==> config.mk <==
export PLATFORM = sky130hd
export DESIGN_NAME = tune_sequencer
export DESIGN_NICKNAME = d
export VERILOG_FILES = /design/src/rtl/tune_sequencer.sv
export SDC_FILE = /design/constraint.sdc
export NUM_CORES = 1
export LEC_CHECK = 0
export ABC_CLOCK_PERIOD_IN_PS = 6150
export CAP_MARGIN = 20
export CORE_MARGIN = 1
export CORE_UTILIZATION = 55
export CTS_CLUSTER_DIAMETER = 60
export DETAILED_ROUTE_END_ITERATION = 16
export HOLD_SLACK_MARGIN = 0.06
export PLACE_DENSITY = 0.74
export SLEW_MARGIN = 0
export SYNTH_ARGS = -nofsm -noshare
export SYNTH_HDL_FRONTEND = slang
export SYNTH_SLANG_ARGS = --single-unit
==> constraint.sdc <==
create_clock -name clk -period 6.15 [get_ports clk]
set_input_delay 0.9225 -clock clk [delete_from_list [all_inputs] [get_ports clk]]
set_output_delay 0.9225 -clock clk [all_outputs]
set_load 0.01 [all_outputs]
==> src/rtl/tune_sequencer.sv <==
// ---------------------------------------------------------------------------
// tune_sequencer
//   Autonomous melody player. Walks a fixed song ROM of {key_code, beats}
//   entries and drives the buzzer tone generator with active-low one-hot key
//   codes (same code set as the front-panel keys; 8'hff = silent). Each note
//   lasts exactly beats*TICK_DIV cycles, of which the last GAP_CYC cycles are
//   a silent articulation gap. beats=0 marks end of song; code=8'hff is a
//   timed rest.
//
// Parameters
//   TICK_DIV  clk cycles per beat (must be > GAP_CYC)
//   GAP_CYC   silent cycles at the end of every note (must be >= 1)
//   DEPTH     song ROM entries
//
// Ports
//   clk       system clock
//   rst       synchronous reset, active-high
//   start     1-cycle pulse: play from entry 0 (ignored while busy)
//   stop      abort playback, return to idle (beats start)
//   loop_en   wrap to entry 0 at end of song instead of finishing
//   pause     (TUNE_PAUSE_EN only) freeze current note, key forced silent
//   key       active-low note code, 8'hff = silent
//   busy      high while a note or its gap is in progress
//   done      1-cycle pulse when a non-looped song completes
//   note_idx  ROM index currently sounding
//
// Build option
//   TUNE_PAUSE_EN  adds the pause input. Undefined: no pause port.
//
// All outputs are registered; the FSM computes next-cycle output values
// combinationally and a single register stage holds state and outputs.
// ---------------------------------------------------------------------------
module tune_sequencer #(
  parameter int TICK_DIV = 6_250_000,
  parameter int GAP_CYC  = 500_000,
  parameter int DEPTH    = 32
) (
  input  logic                     clk,
  input  logic                     rst,
  input  logic                     start,
  input  logic                     stop,
  input  logic                     loop_en,
`ifdef TUNE_PAUSE_EN
  input  logic                     pause,
`endif
  output logic [7:0]               key,
  output logic                     busy,
  output logic                     done,
  output logic [$clog2(DEPTH)-1:0] note_idx
);

  localparam int AW = $clog2(DEPTH);
  // Wide enough for the longest note (15 beats); the counter never wraps.
  localparam int CW = $clog2(15*TICK_DIV+1);

  typedef enum logic [1:0] {
    IDLE = 2'd0,
    PLAY = 2'd1,
    GAP  = 2'd2
  } state_t;

  // -------------------------------------------------------------------------
  // Song ROM. Unlisted entries read as {ff, 0}, i.e. end-of-song.
  // -------------------------------------------------------------------------
  function automatic logic [7:0] rom_code(input logic [AW-1:0] a);
    logic [7:0] c;
    c = 8'hff;
    case (int'(a))
      0:       c = 8'hfe;
      1:       c = 8'hfb;
      2:       c = 8'hef;
      3:       c = 8'h7f;
      4:       c = 8'hff;
      default: c = 8'hff;
    endcase
    return c;
  endfunction

  function automatic logic [3:0] rom_beats(input logic [AW-1:0] a);
    logic [3:0] b;
    b = 4'd0;
    case (int'(a))
      0:       b = 4'd2;
      1:       b = 4'd1;
      2:       b = 4'd1;
      3:       b = 4'd4;
      4:       b = 4'd1;
      default: b = 4'd0;
    endcase
    return b;
  endfunction

  // Counter load for the sounding part of a note. The counter counts down to
  // zero, so a phase of N cycles loads N-1. Caller guarantees beats != 0.
  function automatic logic [CW-1:0] play_len(input logic [3:0] beats);
    return CW'(beats) * CW'(TICK_DIV) - CW'(GAP_CYC) - CW'(1);
  endfunction

  // -------------------------------------------------------------------------
  // State and output registers
  // -------------------------------------------------------------------------
  state_t          state_q, state_d;
  logic [CW-1:0]   cnt_q,   cnt_d;
  logic [AW-1:0]   idx_q,   idx_d;
  logic [7:0]      key_q,   key_d;
  logic            busy_q,  busy_d;
  logic            done_q,  done_d;

  // Freeze request; stop still wins because it is decoded first.
  logic hold;
`ifdef TUNE_PAUSE_EN
  assign hold = pause;
`else
  assign hold = 1'b0;
`endif

  logic [AW-1:0] nxt;
  logic          last;
  logic          go_play;
  logic [AW-1:0] tgt;

  always_ff @(posedge clk) begin
    if (rst) begin
      state_q <= IDLE;
      cnt_q   <= '0;
      idx_q   <= '0;
      key_q   <= 8'hff;
      busy_q  <= 1'b0;
      done_q  <= 1'b0;
    end else begin
      state_q <= state_d;
      cnt_q   <= cnt_d;
      idx_q   <= idx_d;
      key_q   <= key_d;
      busy_q  <= busy_d;
      done_q  <= done_d;
    end
  end

  always_comb begin
    state_d = state_q;
    cnt_d   = cnt_q;
    idx_d   = idx_q;
    key_d   = key_q;
    busy_d  = busy_q;
    done_d  = 1'b0;
    go_play = 1'b0;
    tgt     = '0;

    // End of song: last ROM slot, or the following entry is the end marker.
    nxt  = idx_q + AW'(1);
    last = (idx_q == AW'(DEPTH-1)) || (rom_beats(nxt) == 4'd0);

    if (stop) begin
      state_d = IDLE;
      cnt_d   = '0;
      idx_d   = '0;
      key_d   = 8'hff;
      busy_d  = 1'b0;
    end else begin
      case (state_q)
        IDLE: begin
          key_d  = 8'hff;
          busy_d = 1'b0;
          if (start) begin
            idx_d = '0;
            // An empty song completes immediately without leaving IDLE.
            if (rom_beats(AW'(0)) == 4'd0) done_d  = 1'b1;
            else                           go_play = 1'b1;
          end
        end

        PLAY: begin
          if (hold) begin
            key_d = 8'hff;
          end else if (cnt_q == '0) begin
            state_d = GAP;
            cnt_d   = CW'(GAP_CYC-1);
            key_d   = 8'hff;
          end else begin
            cnt_d = cnt_q - CW'(1);
            // Re-asserted every cycle so a note resumes after a pause.
            key_d = rom_code(idx_q);
          end
        end

        GAP: begin
          if (!hold) begin
            if (cnt_q != '0) begin
              cnt_d = cnt_q - CW'(1);
            end else if (!last) begin
              go_play = 1'b1;
              tgt     = nxt;
            end else if (loop_en) begin
              // Wrap straight into entry 0, no dead cycle.
              go_play = 1'b1;
              tgt     = '0;
            end else begin
              state_d = IDLE;
              cnt_d   = '0;
              idx_d   = '0;
              key_d   = 8'hff;
              busy_d  = 1'b0;
              done_d  = 1'b1;
            end
          end
        end

        default: begin
          state_d = IDLE;
          cnt_d   = '0;
          idx_d   = '0;
          key_d   = 8'hff;
          busy_d  = 1'b0;
        end
      endcase

      if (go_play) begin
        state_d = PLAY;
        idx_d   = tgt;
        cnt_d   = play_len(rom_beats(tgt));
        key_d   = rom_code(tgt);
        busy_d  = 1'b1;
      end
    end
  end

  assign key      = key_q;
  assign busy     = busy_q;
  assign done     = done_q;
  assign note_idx = idx_q;

endmodule

# Word-level counts from Yosys, hierarchy flattened
# Index checks and enable logic that the tools add are counted.
[totals]
regBits = 44
output_inout_bits = 15
wordCells = 107
[op_classes]
add_sub_neg = 4
mul = 1
n_eq_ne = 27
muxes = 46
n_bitwise = 3
n_reduce_logical = 19
[ops]
columns = ["cell", "n"]
rows = [
  ["27-bit two-way mux", 5],
  ["27-bit one-hot mux with 3 select lines", 1],
  ["8-bit one-hot mux with 4 select lines", 2],
  ["27-bit by 1-bit subtractor with 27-bit output (second input constant)", 2],
  ["5-bit two-way mux", 9],
  ["8-bit two-way mux", 5],
  ["5-bit by 2-bit == test with 1-bit output (second input constant)", 6],
  ["27-bit zero test", 1],
  ["27-bit nonzero test", 1],
  ["27-bit by 19-bit subtractor with 27-bit output (second input constant)", 1],
  ["4-bit by 19-bit multiplier with 23-bit output (second input constant)", 1],
  ["3-bit one-hot mux with 3 select lines", 2],
  ["8-bit one-hot mux with 2 select lines", 1],
  ["5-bit by 1-bit == test with 1-bit output (second input constant)", 3],
  ["5-bit zero test", 3],
  ["3-bit != test (second input constant)", 5],
  ["5-bit one-hot mux with 3 select lines", 1],
  ["5-bit AND reduction", 3],
  ["2-bit != test (second input constant)", 6],
  ["1-bit two-way mux", 11],
  ["5-bit by 3-bit == test with 1-bit output (second input constant)", 2],
  ["3-bit OR reduction", 3],
  ["2-bit two-way mux", 4],
  ["4-bit two-way mux", 2],
  ["15 further kinds", 20],
]

# Depth between registers and ports, before layout
# Gate-level depths: netlist of the first run.
[logic_depth]
word_depth = 19
ltp_mapped = 25

# Least setup slack after synthesis of the first run
# Ideal clock, no wire load.
[synth_path]
kind = "register to register"
from = "reg idx_q[0] (netlist: note_idx[0])"
to = "reg cnt_q[19]"
setup_time_ps = 86
t_arrival_ps = 5535
required_ps = 6064
path_slack_ps = 529
stages_incl_launch_ff = 22
period_less_slack_ps = 5621
cell_sequence = "dfxtp_1 -> ha_1 -> clkbuf_1 -> and3_1 -> ha_1 -> nor2_1 -> o211ai_1 -> nor3_1 -> nand2_1 -> ha_1 -> inv_1 -> ha_1 -> ha_1 -> inv_1 -> fa_1 -> nand2b_1 -> a21o_1 -> xnor3_1 -> or3b_1 -> or3_1 -> xnor2_1 -> a221oi_2"
[synth_via]
elab_chain_cells = 19
elab_cells_between_ends = 36
[synth_lines]
columns = ["item", "line", "rtl"]
rows = [
  ["start, declared", "104", "logic [AW-1:0] idx_q, idx_d;"],
  ["start signal, assigned", "133", "idx_q <= idx_d;"],
  ["5-bit by 1-bit adder with 5-bit output", "151", "nxt = idx_q + AW'(1);"],
  ["5-bit by 3-bit == test with 1-bit output, or another cell as far along", "82", "case (int'(a))"],
  ["3-bit OR reduction (no source line)", "-", ""],
  ["3-bit one-hot mux with 3 select lines", "82", ""],
  ["4-bit zero test", "152", "last = (idx_q == AW'(DEPTH-1)) || (rom_beats(nxt) == 4'd0);"],
  ["1-bit logical OR", "152", ""],
  ["5-bit two-way mux", "191", "end else if (!last) begin"],
  ["5-bit two-way mux", "189", "if (cnt_q != '0) begin"],
  ["(+3 left out)", "-", ""],
  ["3-bit OR reduction (no source line)", "-", ""],
  ["3-bit one-hot mux with 3 select lines", "82", ""],
  ["4-bit two-way mux", "218", "if (go_play) begin"],
  ["4-bit two-way mux", "154", "if (stop) begin"],
  ["4-bit by 19-bit multiplier with 23-bit output", "96", "return CW'(beats) * CW'(TICK_DIV) - CW'(GAP_CYC) - CW'(1);"],
  ["27-bit by 19-bit subtractor with 27-bit output", "96", ""],
  ["27-bit by 1-bit subtractor with 27-bit output", "96", ""],
  ["27-bit two-way mux", "218", ""],
  ["end signal, assigned", "132", "cnt_q <= cnt_d;"],
  ["end, declared", "103", "logic [CW-1:0] cnt_q, cnt_d;"],
]
# Parallel ways exist; a longest one is shown, timed or not. The select of a mux whose other input is x is not followed.
# A chain may end at the register's enable or synchronous reset.

# Worst setup path after layout of the first run
[layout_path]
from = "reg cnt_q[20]"
to = "reg cnt_q[24]"
[layout_via]
elab_chain_cells = 13
elab_cells_between_ends = 29
[layout_lines]
columns = ["item", "line", "rtl"]
rows = [
  ["27-bit nonzero test", "189", ""],
  ["5-bit two-way mux", "189", ""],
  ["5-bit two-way mux", "161", "case (state_q)"],
  ["5-bit two-way mux", "154", ""],
  ["5-bit by 2-bit == test with 1-bit output, or another cell as far along", "82", ""],
  ["3-bit OR reduction (no source line)", "-", ""],
  ["3-bit one-hot mux with 3 select lines", "82", ""],
  ["4-bit two-way mux", "218", ""],
  ["4-bit two-way mux", "154", ""],
  ["4-bit by 19-bit multiplier with 23-bit output", "96", ""],
  ["27-bit by 19-bit subtractor with 27-bit output", "96", ""],
  ["27-bit by 1-bit subtractor with 27-bit output", "96", ""],
  ["27-bit two-way mux", "218", ""],
]
# Parallel ways exist; a longest one is shown, timed or not. The select of a mux whose other input is x is not followed.

==> results of run 1 <==
## worst max path at each step
stage,startpoint,end,slack [ns],cells past startpoint
after global placement,note_idx[0],cnt_q[25],0.64,24
after global routing,note_idx[1],cnt_q[25],0.06,24
after CTS,note_idx[0],cnt_q[25],0.37,24
after detailed placement,note_idx[0],cnt_q[25],0.44,24
after floorplan,note_idx[0],cnt_q[19],0.53,21
final,cnt_q[20],cnt_q[24],0.52,20
## state kept, by name, indices dropped and copies added, names as in the netlist
name	cells
note_idx	5
cnt_q	27
busy	1
key	4
state_q	2
done	1
## logic make-up after synthesis
family,count (synthesis),share of synthesized area (%)
muxes,4,1.14
other,1,0.100
buffers and inverters,54,5.96
AOI/OAI and AO/OA,140,24.9
DFF,40,21.4
and+or+nand+nor,204,29.8
xor gates and xnor gates,25,6.43
adders and majority gates,30,10.2
## metrics by stage
stage | util (%) | cells | hold slack [ns] | setup WS, ns
after floorplan | - | 501 | 0.445 | 0.529
after global placement | 60.9 | 572 | 0.451 | 0.644
after detailed placement | 60.9 | 572 | 0.469 | 0.437
after CTS | 62.8 | 580 | 0.481 | 0.371
after global routing | 63.2 | 581 | 0.515 | 0.0579
final | 63.2 | 581 | 0.479 | 0.517
## tightest hold or removal path, delay by kind of cell, from the launching register on
family | cells | cell delay (ns)
AOI/OAI and AO/OA | 2 | 0.12
DFF | 1 | 0.32
## synthesized netlist by cell type (3+ instances only)
| library cell | instances | area, um2 |
|---|---|---|
| a211oi_1 | 10 | 75.1 |
| a21o_1 | 7 | 52.6 |
| a21oi_1 | 47 | 235 |
| a221oi_1 | 3 | 26.3 |
| a31oi_1 | 8 | 50.1 |
| and2_1 | 7 | 43.8 |
| and3_1 | 12 | 75.1 |
| and4_1 | 3 | 26.3 |
| buf_4 | 4 | 30.0 |
| clkbuf_1 | 21 | 78.8 |
| dfxtp_1 | 40 | 801 |
| ha_1 | 29 | 363 |
| inv_1 | 23 | 86.3 |
| nand2_1 | 34 | 128 |
| nand3_1 | 19 | 95.1 |
| nand3b_1 | 4 | 30.0 |
| nand4_1 | 5 | 31.3 |
| nor2_1 | 48 | 180 |
| nor2b_1 | 4 | 25.0 |
| nor3_1 | 31 | 155 |
| nor3b_1 | 3 | 22.5 |
| nor4_1 | 4 | 25.0 |
| o211ai_1 | 3 | 22.5 |
| o21ai_0 | 29 | 145 |
| o21ai_1 | 3 | 15.0 |
| o31ai_1 | 3 | 22.5 |
| o41ai_1 | 3 | 26.3 |
| or2_2 | 3 | 18.8 |
| or3_1 | 5 | 31.3 |
| or4_1 | 5 | 37.5 |
| xnor2_1 | 14 | 123 |
| xor2_1 | 9 | 78.8 |
## per-layer routing
metal	track usage [%]	share of wire, %	vias to the layer above	wire length (um)
met1	41.2	46	1749	4710
met4	6.63	1.4	0	144
met5	0	0	-	0
met3	4.33	7.1	15	733
li1	-	-	1836	-
met2	47.5	46	173	4720
## cells in the final DEF (no fill, tap or decap), types with 3 or more instances in the layout
master	n
nor2_1	47
a21oi_1	46
dfxtp_1	39
nand2_1	34
nor3_1	31
o21ai_0	29
ha_1	28
inv_1	23
nand3_1	19
clkdlybuf4s50_1	15
xnor2_1	14
and3_1	12
a211oi_1	10
buf_4	10
xor2_1	9
a31oi_1	8
a21o_1	7
and2_1	7
clkbuf_8	6
or4_1	5
or3_1	5
nand4_1	5
nor4_1	4
nor2b_1	4
nand3b_1	4
conb_1	4
o211ai_1	3
nor3b_1	3
and4_1	3
or2_2	3
o41ai_1	3
o31ai_1	3
a221oi_1	3
## area by class of cell
type	count	area, um2	area share [%]
inverters	23	86.3	2.11
clock buffers	6	82.6	2.02
repair buffers	26	240	5.88
multi-input cells	407	2740	67.0
clock inverters	2	38.8	0.950
well taps	77	96.3	2.36
flip-flops and latches	40	802	19.6
## power by group
| part | leakage (nW) | total, W | switching [W] | internal, W |
|---|---|---|---|---|
| clock | 0.0614 | 0.000239 | 0.000106 | 0.000133 |
| sequential | 0.326 | 0.000275 | 0.00000867 | 0.000267 |
| combinational | 1.24 | 0.000121 | 0.0000775 | 0.0000436 |
| total | 1.63 | 0.000636 | 0.000193 | 0.000443 |
## what timing repair did
item / CTS / global route
endpoints found under the hold margin: 0 / 0
resized for setup: 0 / 4
hold buffers: 0 / 0
setup endpoints to repair: 0 / 4
==> results.md, run 1 <==
* Layout Nets at approximately 540
* Mapped Cells at ~500
* Routed len/inst at 17.7 um
* Worst-case clock buffer depth at 2
* Worst Hold End: busy
* Hold depth at 2
* Ys async rst share at 0%
* Clk slew on worst S/H paths at roughly 0.090 ns
* Status: finished with violations
* Crit-path max cell delay at between 0.6 and 0.7 ns
* Hold Violations, Final at 0
* Final setup fails at 0
* Mapped Area at roughly 3700 um2
* Final routed DRC violation total at 2
* Wirelength, routed at slightly above 10 mm
* RR Endpoint: cnt_q[24]
* Req. time, crit path at 6.31 ns
* Worst hold path type: flop to flop
* Avg Cell Area, Syn at between 7 and 8 um2
* Root buffer cell: clkbuf_8
* Layout cells sized above 1 at roughly a tenth
* Critical path, cell by cell: or4_1, or3_4, nor3_1, buf_4, nand3_1, ha_1, nand4b_1, inv_1, ha_1, ha_1, inv_1, fa_1, nand2b_1, a21o_1, xnor3_1, o21bai_1, or4_1, and3_1, o21ai_1, a21oi_1
* Syn. warnings at 0
* Hold path start: busy
* CP Capture Type: flop
* Initial Util at between 50 and 60%
* Vias in the first global route at ~3,300
* FF-to-FF path depth at 20
* Die area at slightly above 7000 um2
* Crit Path Category: flop to flop
* Slew Limit Fails at 0
* Post-synth EDFFs at 0
* Congestion Overflow GR at 0
* Unrepaired setup endpoints after global routing: no
* #FFs+latches synth at 40
* Row count at 29
* Global router's overall resource usage at 29.3%
* CTS H-tree lvls at 2
* IO buf count at 15
* WP data arrival at 5.79 ns
* # clock sinks at 40
* Ports at 20
* Worst-Skew Late Latency at about 0.31 ns
* Crit Path Max Fanout at 7
* Worst reg2reg startpoint: cnt_q[20]
* Global-route wire length before repair at 16.7 mm
* PD cells at roughly 160 nW/um2
* Netlist cell types at 74
* Worst path slowest cell: or4_1
* Clock skew at about 0.0096 ns
* Design Power at 0.000636 W
* Post-synthesis sequential area ratio at between 20% and 30%
* Most used cell along the critical path: ha_1
* Filler cell count at between 500 and 600
* Design Area, Final at approximately 4100 um2
* Vias/cell at around 6.5
* Synth-to-Final Area Change at 9.28%
* Fmax at around 0.18 GHz
* Core Footprint at approximately 6500 um2
* Worst vdd ir at roughly 0.00015 V
* WP buf/inv at 3
* Sum Neg Setup Slack at 0 ns
* Die width at between 80 and 90 um
* Most common flop cell mapped by yosys: dfxtp_1
* Relative slew slack at about 50%
* Routability Congestion at 0.981
* Detail Route Antenna Nets at 0
* Via count at around 3,800
* Slew @ Worst Pin at approximately 0.76 ns
* Router iterations before antenna repair at 11
* P_leak at 1.63 nW
* Startpoint Class: flop
* Placed Area at between 3000 and 4000 um2
* Dpl hpwl at ~7.5 mm
* Largest net degree at the start of global routing at 36
* Worst path top cell family by delay: simple AND/OR/NAND/NOR gates
* CTS tree: built
* Violated checks: DRC
* Die height at around 84 um
* Final period util at 91.6%
* Number of antenna violations at the first check in global routing at 0
* Min Tclk post-route at roughly 5.6 ns
* Max Cap Viol at 0
* R2r setup slk at ~0.52 ns
* N_diodes at 0
* DR iter-0 viols at about 320
* CTS Buf Count at 5
* Setup bufs post-CTS at 0
(Power assumes the default switching activity.)
==> run 2, diff against run 1 <==
Settings changed: CORE_ASPECT_RATIO set to 1.2.
==> run 2 against run 1 <==
Compared with the run above: the run now ends clean; total power fell by 9.9%; register-to-register slack got worse by 0.04 ns; hold slack got worse by 0.0097 ns; sequential share of layout area rose by 0.14 points; sequential power barely moved; combinational power barely moved; critical path type unchanged; largest power group unchanged.
==> results.md, run 2 (synthesis results as in run 1) <==
* FF-to-FF path depth at 22 (was 20)
* Worst-case clock buffer depth at 2 (unchanged)
* Hold depth at 2 (unchanged)
* Crit Path Category: flop to flop (unchanged)
* N_diodes at 0 (unchanged)
* Vias/cell at 6.33 (was 6.49)
* Detail Route Antenna Nets at 0 (unchanged)
* P_leak at 1.63 nW (about the same)
* Ports at 20 (unchanged)
* Worst Hold End: key[2] (was busy)
* Row count at 32 (was 29)
* Design Area, Final at 4050 um2 (was 4080 um2)
* Worst hold path type: flop to flop (unchanged)
* WP buf/inv at 2 (was 3)
* Relative slew slack at 38.5% (was 49.6%)
* Routability Congestion at 0.953 (was 0.981)
* Crit-path max cell delay at 0.57 ns (was 0.69 ns)
* Unrepaired setup endpoints after global routing: no (unchanged)
* Die height at 92.3 um (was 84.4 um)
* Clock skew at 0.0201 ns (was 0.00956 ns)
* Startpoint Class: flop (unchanged)
* Sum Neg Setup Slack at 0 ns (unchanged)
* Worst vdd ir at 0.0000954 V (was 0.000153 V)
* Worst path slowest cell: or4_1 (unchanged)
* Status: complete, no violations (was finished with violations)
* Non-Filler Instances at 590 (was 581)
* Number of antenna violations at the first check in global routing at 0 (unchanged)
* CTS H-tree lvls at 2 (unchanged)
* Vias in the first global route at 3,555 (was 3,318)
* Slew Limit Fails at 0 (unchanged)
* Wirelength, routed at 10.1 mm (was 10.3 mm)
* Dpl hpwl at 7.62 mm (was 7.46 mm)
* Req. time, crit path at 6.29 ns (was 6.31 ns)
* Synth-to-Final Area Change at 8.51% (was 9.28%)
* Initial Util at 57.6% (was 57.8%)
* Router iterations before antenna repair at 5 (was 11)
* Largest register by flop count: cnt_q (unchanged)
* Placed Area at 3950 um2 (was 3940 um2)
* Hold buffer count at cts at 0 (unchanged)
* Root buffer cell: clkbuf_8 (unchanged)
* Final period util at 92.2% (was 91.6%)
* Critical path, cell by cell: ha_1, and3_1, ha_1, nor2_1, o211ai_1, nor2_1, nand3_1, ha_1, nand4b_1, inv_1, ha_1, ha_1, inv_1, fa_1, nand2b_1, a21o_1, xnor3_1, o21bai_1, or4_1, and3_1, o21ai_1, a21oi_1 (was or4_1, or3_4, nor3_1, buf_4, nand3_1, ha_1, nand4b_1, inv_1, ha_1, ha_1, inv_1, fa_1, nand2b_1, a21o_1, xnor3_1, o21bai_1, or4_1, and3_1, o21ai_1, a21oi_1)
* Max Cap Viol at 0 (unchanged)
* Worst hold slack at 0.469 ns (was 0.479 ns)
* Number of flip-flops in the largest register at 27 (unchanged)
* DR iter-0 viols at 293 (was 324)
* Congestion Overflow GR at 0 (unchanged)
* CTS Buf Count at 5 (unchanged)
* CP Capture Type: flop (unchanged)
* Commonest non-fill, non-tap cell in the layout: nor2_1 (unchanged)
* R2r setup slk at 0.48 ns (was 0.52 ns)
* Die area at 7130 um2 (about the same)
* Via count at 3,733 (was 3,773)
* Hold path start: key[2] (was busy)
* Routed len/inst at 17.2 um (was 17.7 um)
* Layout cells sized above 1 at 8.91% (was 9.33%)
* Min Tclk post-route at 5.67 ns (was 5.63 ns)
* Fmax at 0.176 GHz (was 0.178 GHz)
* WP data arrival at 5.82 ns (was 5.79 ns)
* Final routed DRC violation total at 0 (was 2)
* Core Footprint at 6490 um2 (was 6460 um2)
* Layout Nets at 539 (was 538)
* Worst-Skew Late Latency at 0.31 ns (about the same)
* CTS tree: built (unchanged)
* Global-route wire length before repair at 17.0 mm (was 16.7 mm)
* Most frequent cells in the layout: nor2_1, a21oi_1, dfxtp_1 (unchanged)
* Hold Violations, Final at 0 (unchanged)
* RR Endpoint: cnt_q[24] (unchanged)
* Final setup fails at 0 (unchanged)
* Placed Cells at 581 (was 572)
* Worst reg2reg startpoint: note_idx[1] (was cnt_q[20])
* Die width at 77.2 um (was 84.4 um)
* IO buf count at 15 (unchanged)
* Worst path top cell family by delay: simple AND/OR/NAND/NOR gates (unchanged)
* # clock sinks at 40 (unchanged)
* Most used cell along the critical path: ha_1 (unchanged)
* Largest net degree at the start of global routing at 36 (unchanged)
* Clk slew on worst S/H paths at 0.08 ns (was 0.09 ns)
* PD cells at 141 nW/um2 (was 156 nW/um2)
* Crit Path Max Fanout at 7 (unchanged)
* Global router's overall resource usage at 29.6% (was 29.3%)
* Slew @ Worst Pin at 0.922 ns (was 0.756 ns)
-- run 2: routing by layer --
metal  vias to the layer above  global-route usage [%]  wire length (um)
li1                       1837                       -                 -
met1                      1768                    36.9              4480
met2                       108                    50.8              4960
met3                        20                    3.58               456
met4                         0                    12.6               246
met5                         -                       0                 0
-- run 2: worst max path at each step --
stage,cells past startpoint,to,slack (ns),start
4_1_cts,22,cnt_q[24],0.37,note_idx[0]
3_5_place_dp,22,cnt_q[24],0.40,note_idx[0]
5_1_grt,24,cnt_q[25],0.007,note_idx[1]
2_1_floorplan,21,cnt_q[19],0.53,note_idx[0]
3_3_place_gp,21,cnt_q[25],0.59,note_idx[0]
6_report,22,cnt_q[24],0.48,note_idx[1]
-- run 2: area by class of cell --
| type | instances | area [um2] |
|---|---|---|
| Multi-Input combinational cell | 407 | 2730 |
| Fill cell | 601 | 2430 |
| Sequential cell | 40 | 802 |
| Timing Repair Buffer | 27 | 244 |
| Tap cell | 85 | 106 |
| Inverter | 23 | 86.3 |
| Clock buffer | 5 | 68.8 |
| Clock inverter | 3 | 18.8 |
-- run 2: report_power, final --
group	internal [W]	switching [W]	leakage, nW
clock network	0.0000792	0.000100	0.0479
registers	0.000267	0.00000873	0.326
logic	0.0000430	0.0000753	1.25
-- run 2: metrics by stage --
| stage | power, W | worst slack (ns) | util [%] |
|---|---|---|---|
| after floorplan | 0.000366 | 0.529 | - |
| after global placement | 0.000394 | 0.590 | 61.0 |
| after detailed placement | 0.000396 | 0.401 | 61.0 |
| after CTS | 0.000573 | 0.370 | 62.3 |
| after global routing | 0.000599 | 0.00744 | 62.5 |
| final | 0.000573 | 0.478 | 62.5 |
-- run 2: timing repair --
item,in CTS,in global routing
gates resized for setup,0,1
endpoints found under the setup margin,0,4
setup buffers,0,0
-- run 2: worst reg2reg max path, delay by kind of cell (launching register included) --
kind	cells	cell delay (ns)
simple gates	8	1.89
flops	1	0.45
fa+ha+maj	6	1.61
xor+xnor	1	0.39
buf+inv	2	0.32
compound gates	5	0.82
==> run 3, diff against run 2 <==
Settings changed: CORE_UTILIZATION 55 to 61, PLACE_DENSITY 0.74 to 0.81.
==> run 3 against run 2 <==
Compared with the run above: sequential cell count is the same; via count up 0.16%; non-clock buffer count shrank 2; combinational power about the same; final cell count fell by 1.2%; sequential share of layout area about the same; count of clock-buffer cells in the layout grew 2; core utilization is 7.5 points higher; total power grew 2.1%.
==> results.md, run 3 (synthesis results as in run 1) <==
* WL met3 at 533 um (was 456 um)
* WP data arrival at 5.81 ns (was 5.82 ns)
* DR iter-0 viols at 310 (was 293)
* Synth-to-Final Area Change at 8.27% (was 8.51%)
* Metal2 WL at 5.04 mm (was 4.96 mm)
* Startpoint Class: flop (unchanged)
* Layout cells sized above 1 at 8.55% (was 8.91%)
* Die height at 87.7 um (was 92.3 um)
* Unrepaired setup endpoints after global routing: no (unchanged)
* IO buf count at 15 (unchanged)
* Worst hold slack at 0.474 ns (was 0.469 ns)
* Worst-Skew Late Latency at 0.30 ns (was 0.31 ns)
* Ports at 20 (unchanged)
* Relative slew slack at 48.4% (was 38.5%)
* Worst hold path type: flop to flop (unchanged)
* Routability Congestion at 0.909 (was 0.953)
* CTS H-tree lvls at 2 (unchanged)
* Final setup fails at 0 (unchanged)
* Global router's overall resource usage at 32.6% (was 29.6%)
* Post-place setup slack at 0.452 ns (was 0.401 ns)
* Final routed DRC violation total at 0 (unchanged)
* N_diodes at 0 (unchanged)
* Multi-input logic area at 2730 um2 (about the same)
* R2r setup slk at 0.49 ns (was 0.48 ns)
* Root buffer cell: clkbuf_8 (unchanged)
* Fmax at 0.177 GHz (was 0.176 GHz)
* CTS tree: built (unchanged)
* Dpl hpwl at 7.70 mm (was 7.62 mm)
* Placed Cells at 574 (was 581)
* Most frequent cells in the layout: nor2_1, a21oi_1, dfxtp_1 (unchanged)
* Die width at 73.4 um (was 77.2 um)
* Hold depth at 1 (was 2)
* Clk slew on worst S/H paths at 0.08 ns (about the same)
* Crit Path Category: flop to flop (unchanged)
* Global-route wire length before repair at 16.2 mm (was 17.0 mm)
* Worst Hold End: key[0] (was key[2])
* Worst reg2reg startpoint: cnt_q[20] (was note_idx[1])
* Detail Route Antenna Nets at 0 (unchanged)
* Number of antenna violations at the first check in global routing at 0 (unchanged)
* PD cells at 145 nW/um2 (was 141 nW/um2)
* CP Capture Type: flop (unchanged)
* Number of flip-flops in the largest register at 27 (unchanged)
* Vias/cell at 6.41 (was 6.33)
* Final core utilization at 70.0% (was 62.5%)
* Filler cell count at 530 (was 601)
* Router iterations before antenna repair at 7 (was 5)
* CTS Buf Count at 5 (unchanged)
* Worst vdd ir at 0.000119 V (was 0.0000954 V)
* Clock skew at 0.0157 ns (was 0.0201 ns)
* Congestion Overflow GR at 0 (unchanged)
* Register area at 802 um2 (unchanged)
* Layout Nets at 537 (was 539)
* Min Tclk post-route at 5.66 ns (was 5.67 ns)
* Slew Limit Fails at 0 (unchanged)
* Sum Neg Setup Slack at 0 ns (unchanged)
* P_leak at 1.61 nW (was 1.63 nW)
* Worst-case clock buffer depth at 2 (unchanged)
* Wirelength, routed at 10.3 mm (was 10.1 mm)
* Hold buffer count at cts at 0 (unchanged)
* # clock sinks at 40 (unchanged)
* Uppermost routed layer: met4 (unchanged)
* Core Footprint at 5780 um2 (was 6490 um2)
* Row count at 30 (was 32)
* Req. time, crit path at 6.30 ns (was 6.29 ns)
* Hold path start: key[0] (was key[2])
* Status: complete, no violations (unchanged)
* Slew @ Worst Pin at 0.774 ns (was 0.922 ns)
* Wl on met1 at 4.46 mm (was 4.48 mm)
* Crit Path Max Fanout at 7 (unchanged)
* Largest net degree at the start of global routing at 36 (unchanged)
* Vias in the first global route at 3,379 (was 3,555)
* Worst Slack Setup Final at 0.488 ns (was 0.478 ns)
* Die area at 6440 um2 (was 7130 um2)
* FF-to-FF path depth at 22 (unchanged)
* Hold Violations, Final at 0 (unchanged)
* Largest register by flop count: cnt_q (unchanged)
* Initial Util at 64.6% (was 57.6%)
* Via count at 3,739 (was 3,733)
* Routed len/inst at 17.7 um (was 17.2 um)
* Final period util at 92.1% (was 92.2%)
* Max Cap Viol at 0 (unchanged)
* RR Endpoint: cnt_q[25] (was cnt_q[24])
* Non-Filler Instances at 583 (was 590)
[run 3: metrics by stage]
step	total power (W)	cell area, um2
2_1_floorplan	0.000366	3750
3_3_place_gp	0.000392	3930
3_5_place_dp	0.000395	3930
4_1_cts	0.000583	4030
5_1_grt	0.000606	4050
6_report	0.000585	4050
[run 3: worst max-delay path by stage]
stage	to	from	depth (start not counted)
global route	cnt_q[25]	cnt_q[0]	26
CTS	cnt_q[25]	note_idx[0]	24
finish	cnt_q[25]	cnt_q[20]	22
detailed placement	cnt_q[25]	note_idx[0]	24
floorplan	cnt_q[19]	note_idx[0]	21
global placement	cnt_q[24]	note_idx[0]	22
[run 3: area by class of cell]
class                   instances  area share, %
clock buffers                   7           2.13
clock inverters                 1          0.186
inverters                      23           2.13
multi-input cells             407           67.5
flip-flops and latches         40           19.8
well taps                      80           2.47
repair buffers                 25           5.75
[run 3: repair_timing]
action | 4_1_cts | 5_1_grt
endpoints found under the setup margin | 0 | 4
buffers inserted | 0 | 0
gates resized for setup | 0 | 2
[run 3: layer usage]
metal,GRT usage [%],up-vias
met2,55.6,136
met5,0,-
li1,-,1831
met4,13.6,0
met3,5.29,27
met1,40.3,1745
[run 3: critical path, stage by stage, from the launching register on]
cell,delay [ns]
dfxtp_1,0.37
or4_1,0.68
or3_4,0.41
nor3_1,0.16
buf_4,0.17
nand3_1,0.10
ha_1,0.19
nand4b_1,0.25
inv_1,0.26
ha_1,0.22
ha_1,0.23
inv_1,0.07
fa_1,0.37
nand2b_1,0.17
a21oi_1,0.31
nand3_1,0.15
o41ai_1,0.27
a21oi_1,0.10
xnor2_1,0.21
a2111oi_4,0.39
o311ai_1,0.19
mux2i_1,0.18
o21ai_1,0.07
[run 3: power breakdown]
| group | switching (W) | leakage, nW | internal, W |
|---|---|---|---|
| Clock | 0.0000988 | 0.0445 | 0.0000914 |
| Sequential | 0.00000900 | 0.326 | 0.000267 |
| Combinational | 0.0000766 | 1.24 | 0.0000425 |
==> patch (flow settings as in run 2) <==
The output `done` loses its register stage (`done_q` becomes a continuous assignment).
--- a/src/rtl/tune_sequencer.sv
+++ b/src/rtl/tune_sequencer.sv
@@ -128,3 +128,2 @@
       busy_q  <= 1'b0;
-      done_q  <= 1'b0;
     end else begin
@@ -135,5 +134,6 @@
       busy_q  <= busy_d;
-      done_q  <= done_d;
     end
   end
+
+  assign done_q = done_d;
 
Behaviour: no difference found for any inputs over 4 cycles, from zero or initial values; that may be too few to reach the edited logic, so the function may still have changed.
==> patch against run 2 <==
Setup slack worse by 310 ps; first-iteration DRC count up 16%; final area up 8.0%; clock skew down 7.7 ps; routed wire length up 7.7%; combinational power up 3%; area after synthesis up 1.1%; synthesized cell count up 0.80%; cell count up 4.1%; sequential cell count down 1; count of clock-buffer cells in the layout up 2; global-route usage up 0.94 points; power down 1.0%; critical endpoint unchanged; largest power group unchanged.
==> patch: results (changes against run 2) <==
** Layout
- The layout filler cell count came to 563 (-6.3%).
- Flip-flop count of the largest register after layout :: 27 (unchanged)
- Register containing the most flip-flops in the final layout :: cnt_q
- Net total in the final layout :: 563 (+4.5%)
- Relative to the synthesized area, the layout overhead comes to 15.9%.
- The number of diodes added for antenna fixing is 0 (unchanged).
- Fraction of layout cells with a size suffix above 1 :: 16.3% (+7.3 points)

** Clock network
- Clock latency reported for the late side of the worst-skew pair :: 300 ps
- The root buffer cell chosen for the clock tree is sky130_fd_sc_hd__clkbuf_8.
- The clock buffer count from CTS is 5 (unchanged).
- Post-CTS clock slew at the launch and capture registers of the worst setup and hold paths :: 80 ps (about the same)
- The number of buffers between clock root and the deepest sink is 2 (unchanged).
- The depth of the CTS H-tree came to 2 (unchanged).

** Die
- Placeable core region :: 6530 um2 (+0.62%)

** Worst setup path
- Cell at the slowest stage of the critical path :: sky130_fd_sc_hd__or4_4
- Broken down by cell family, the worst path's largest delay share belongs to simple AND/OR/NAND/NOR gates.
- Data arrival time at the worst-slack endpoint :: 6220 ps (+400 ps)
- The largest stage delay on the critical path is 600 ps (+30 ps).
- The largest fanout of any net on the critical path came to 7 (unchanged).

** STA
- The setup skew after layout was 12.4 ps (-7.72 ps).
- The relative max-transition margin was 32.9% (-5.7 points).

** Synth
- Count of cell types in the netlist :: 69 (-6.8%)
- FFs w/ async S/R, synth :: 0% (unchanged)
- Primary FF master, synth :: sky130_fd_sc_hd__dfxtp_1
- The sequential fraction of the synthesis area came to 20.7% (-0.76 points).
- Most common library cells after synthesis :: sky130_fd_sc_hd__nor2_1 (44), sky130_fd_sc_hd__dfxtp_1 (39), sky130_fd_sc_hd__nand2_1 (38)
- Leading post-synthesis cells by cell area :: sky130_fd_sc_hd__dfxtp_1 (21%), sky130_fd_sc_hd__ha_1 (9.6%), sky130_fd_sc_hd__a21oi_1 (4.4%), sky130_fd_sc_hd__nor2_1 (4.4%), sky130_fd_sc_hd__o21ai_0 (4.2%)
- Warnings from Yosys :: 0 (unchanged)

** Placement
- The last weighted congestion value of the routability-driven placer was 0.987 (+3.5%).
- The sum of net half-perimeters after detailed placement was 8.16 mm (+7.0%).
- The cell area after placement came to 4140 um2 (+4.7%).
- I/O Buffers :: 15 (unchanged)

** GRT
- The wire length of the first global-routing pass is 17.5 mm (+3.0%).
- Vias in the first global route :: 3732 (+5.0%)
- All-layer global routing usage :: 30.5% (+0.94 points)
- The pin count of the biggest net entering global routing is 33 (-8.3%).
- Number of antenna violations at the first check in global routing :: 0 (unchanged)

** Route
- The post-detailed-route via-to-cell ratio was 6.56 (+3.6%).
- The violation count after the first detailed-route iteration came to 341 (+16%).
- The detailed-router iteration count before antenna repair came to 6 (+1).
- The detail-routed net length per standard cell came to 17.8 um (+3.5%).

** Worst hold path
- The tightest min-delay check is of the reg -> reg type.

** Power
- Max rail drop VDD :: 0.000101 V (+5.5%)
- Static Leakage :: 1.71 nW (+5.4%)

** Outcome
- The run finished with clean final reports.
==> patch: final cells by class <==
type                            instances  share of cell area [%]
Multi-Input combinational cell        413                    66.6
Sequential cell                        39                    18.0
Timing Repair Buffer                   49                    9.35
Tap cell                               85                    2.43
Inverter                               20                    1.83
Clock buffer                            7                    1.74
Clock inverter                          1                   0.114
==> patch: where the power goes <==
group	switching (mW)	total [mW]	internal, mW
clock network	0.0963	0.176	0.0798
registers	0.00996	0.269	0.259
logic	0.0720	0.122	0.0501
total	0.178	0.567	0.389
==> patch: path summary, 6_finish.rpt <==
check	startpoint	to	slack, ps	depth (start not counted)
worst max-delay path	note_idx[1]	cnt_q[24]	160	23
worst min-delay path	busy	busy	480	2
worst min register to register	busy	busy	480	2
worst max register to register	note_idx[1]	cnt_q[24]	160	23
==> patch: worst register-to-register path: cells and delay by family, from the launching register on <==
kind / cells / cell delay [ps]
fa+ha+maj: 5 / 1160
buf+inv: 2 / 240
xor+xnor: 1 / 110
compound gates: 4 / 600
mux: 1 / 310
simple gates: 10 / 3110
flops: 1 / 380
==> patch: cell families (layout without fill, tap and decap cells) <==
family                   count (synthesis)  in the layout  synth area share (%)
AND/OR/NAND/NOR                        212            212                  31.6
AO/OA/AOI/OAI                          143            143                  25.3
buffers and inverters                   53             77                  6.09
flip-flops                              39             39                  20.7
adder cells (fa/ha/maj)                 30             30                  10.1
XOR/XNOR                                21             21                  5.23
multiplexers                             3              3                 0.828
other                                    1              4                0.0993
==> patch: per-layer routing <==
layer,global-route usage (%),part of all wire (%),wire length (um),up-vias
met5,0,0,0,-
met4,17.5,4.5,488,0
met3,3.65,5.2,569,37
met2,53.2,49,5330,167
met1,35.8,42,4540,1896
li1,-,-,-,1925
==> patch: metrics by stage <==
stage	TNS (ps)	setup WS, ps	cells
3_5_place_dp	-73.5	-36.9	602
2_1_floorplan	0	41.7	505
5_1_grt	-109	-45.9	614
3_3_place_gp	0	153	602
6_report	0	164	614
4_1_cts	0	38.8	611
==> patch: repair_timing <==
action,CTS,global route
buffers inserted,1,3
gates resized for setup,3,26
endpoints found under the setup margin,3,5
cloned,0,0
hold buffers,0,0
pin swaps,1,10
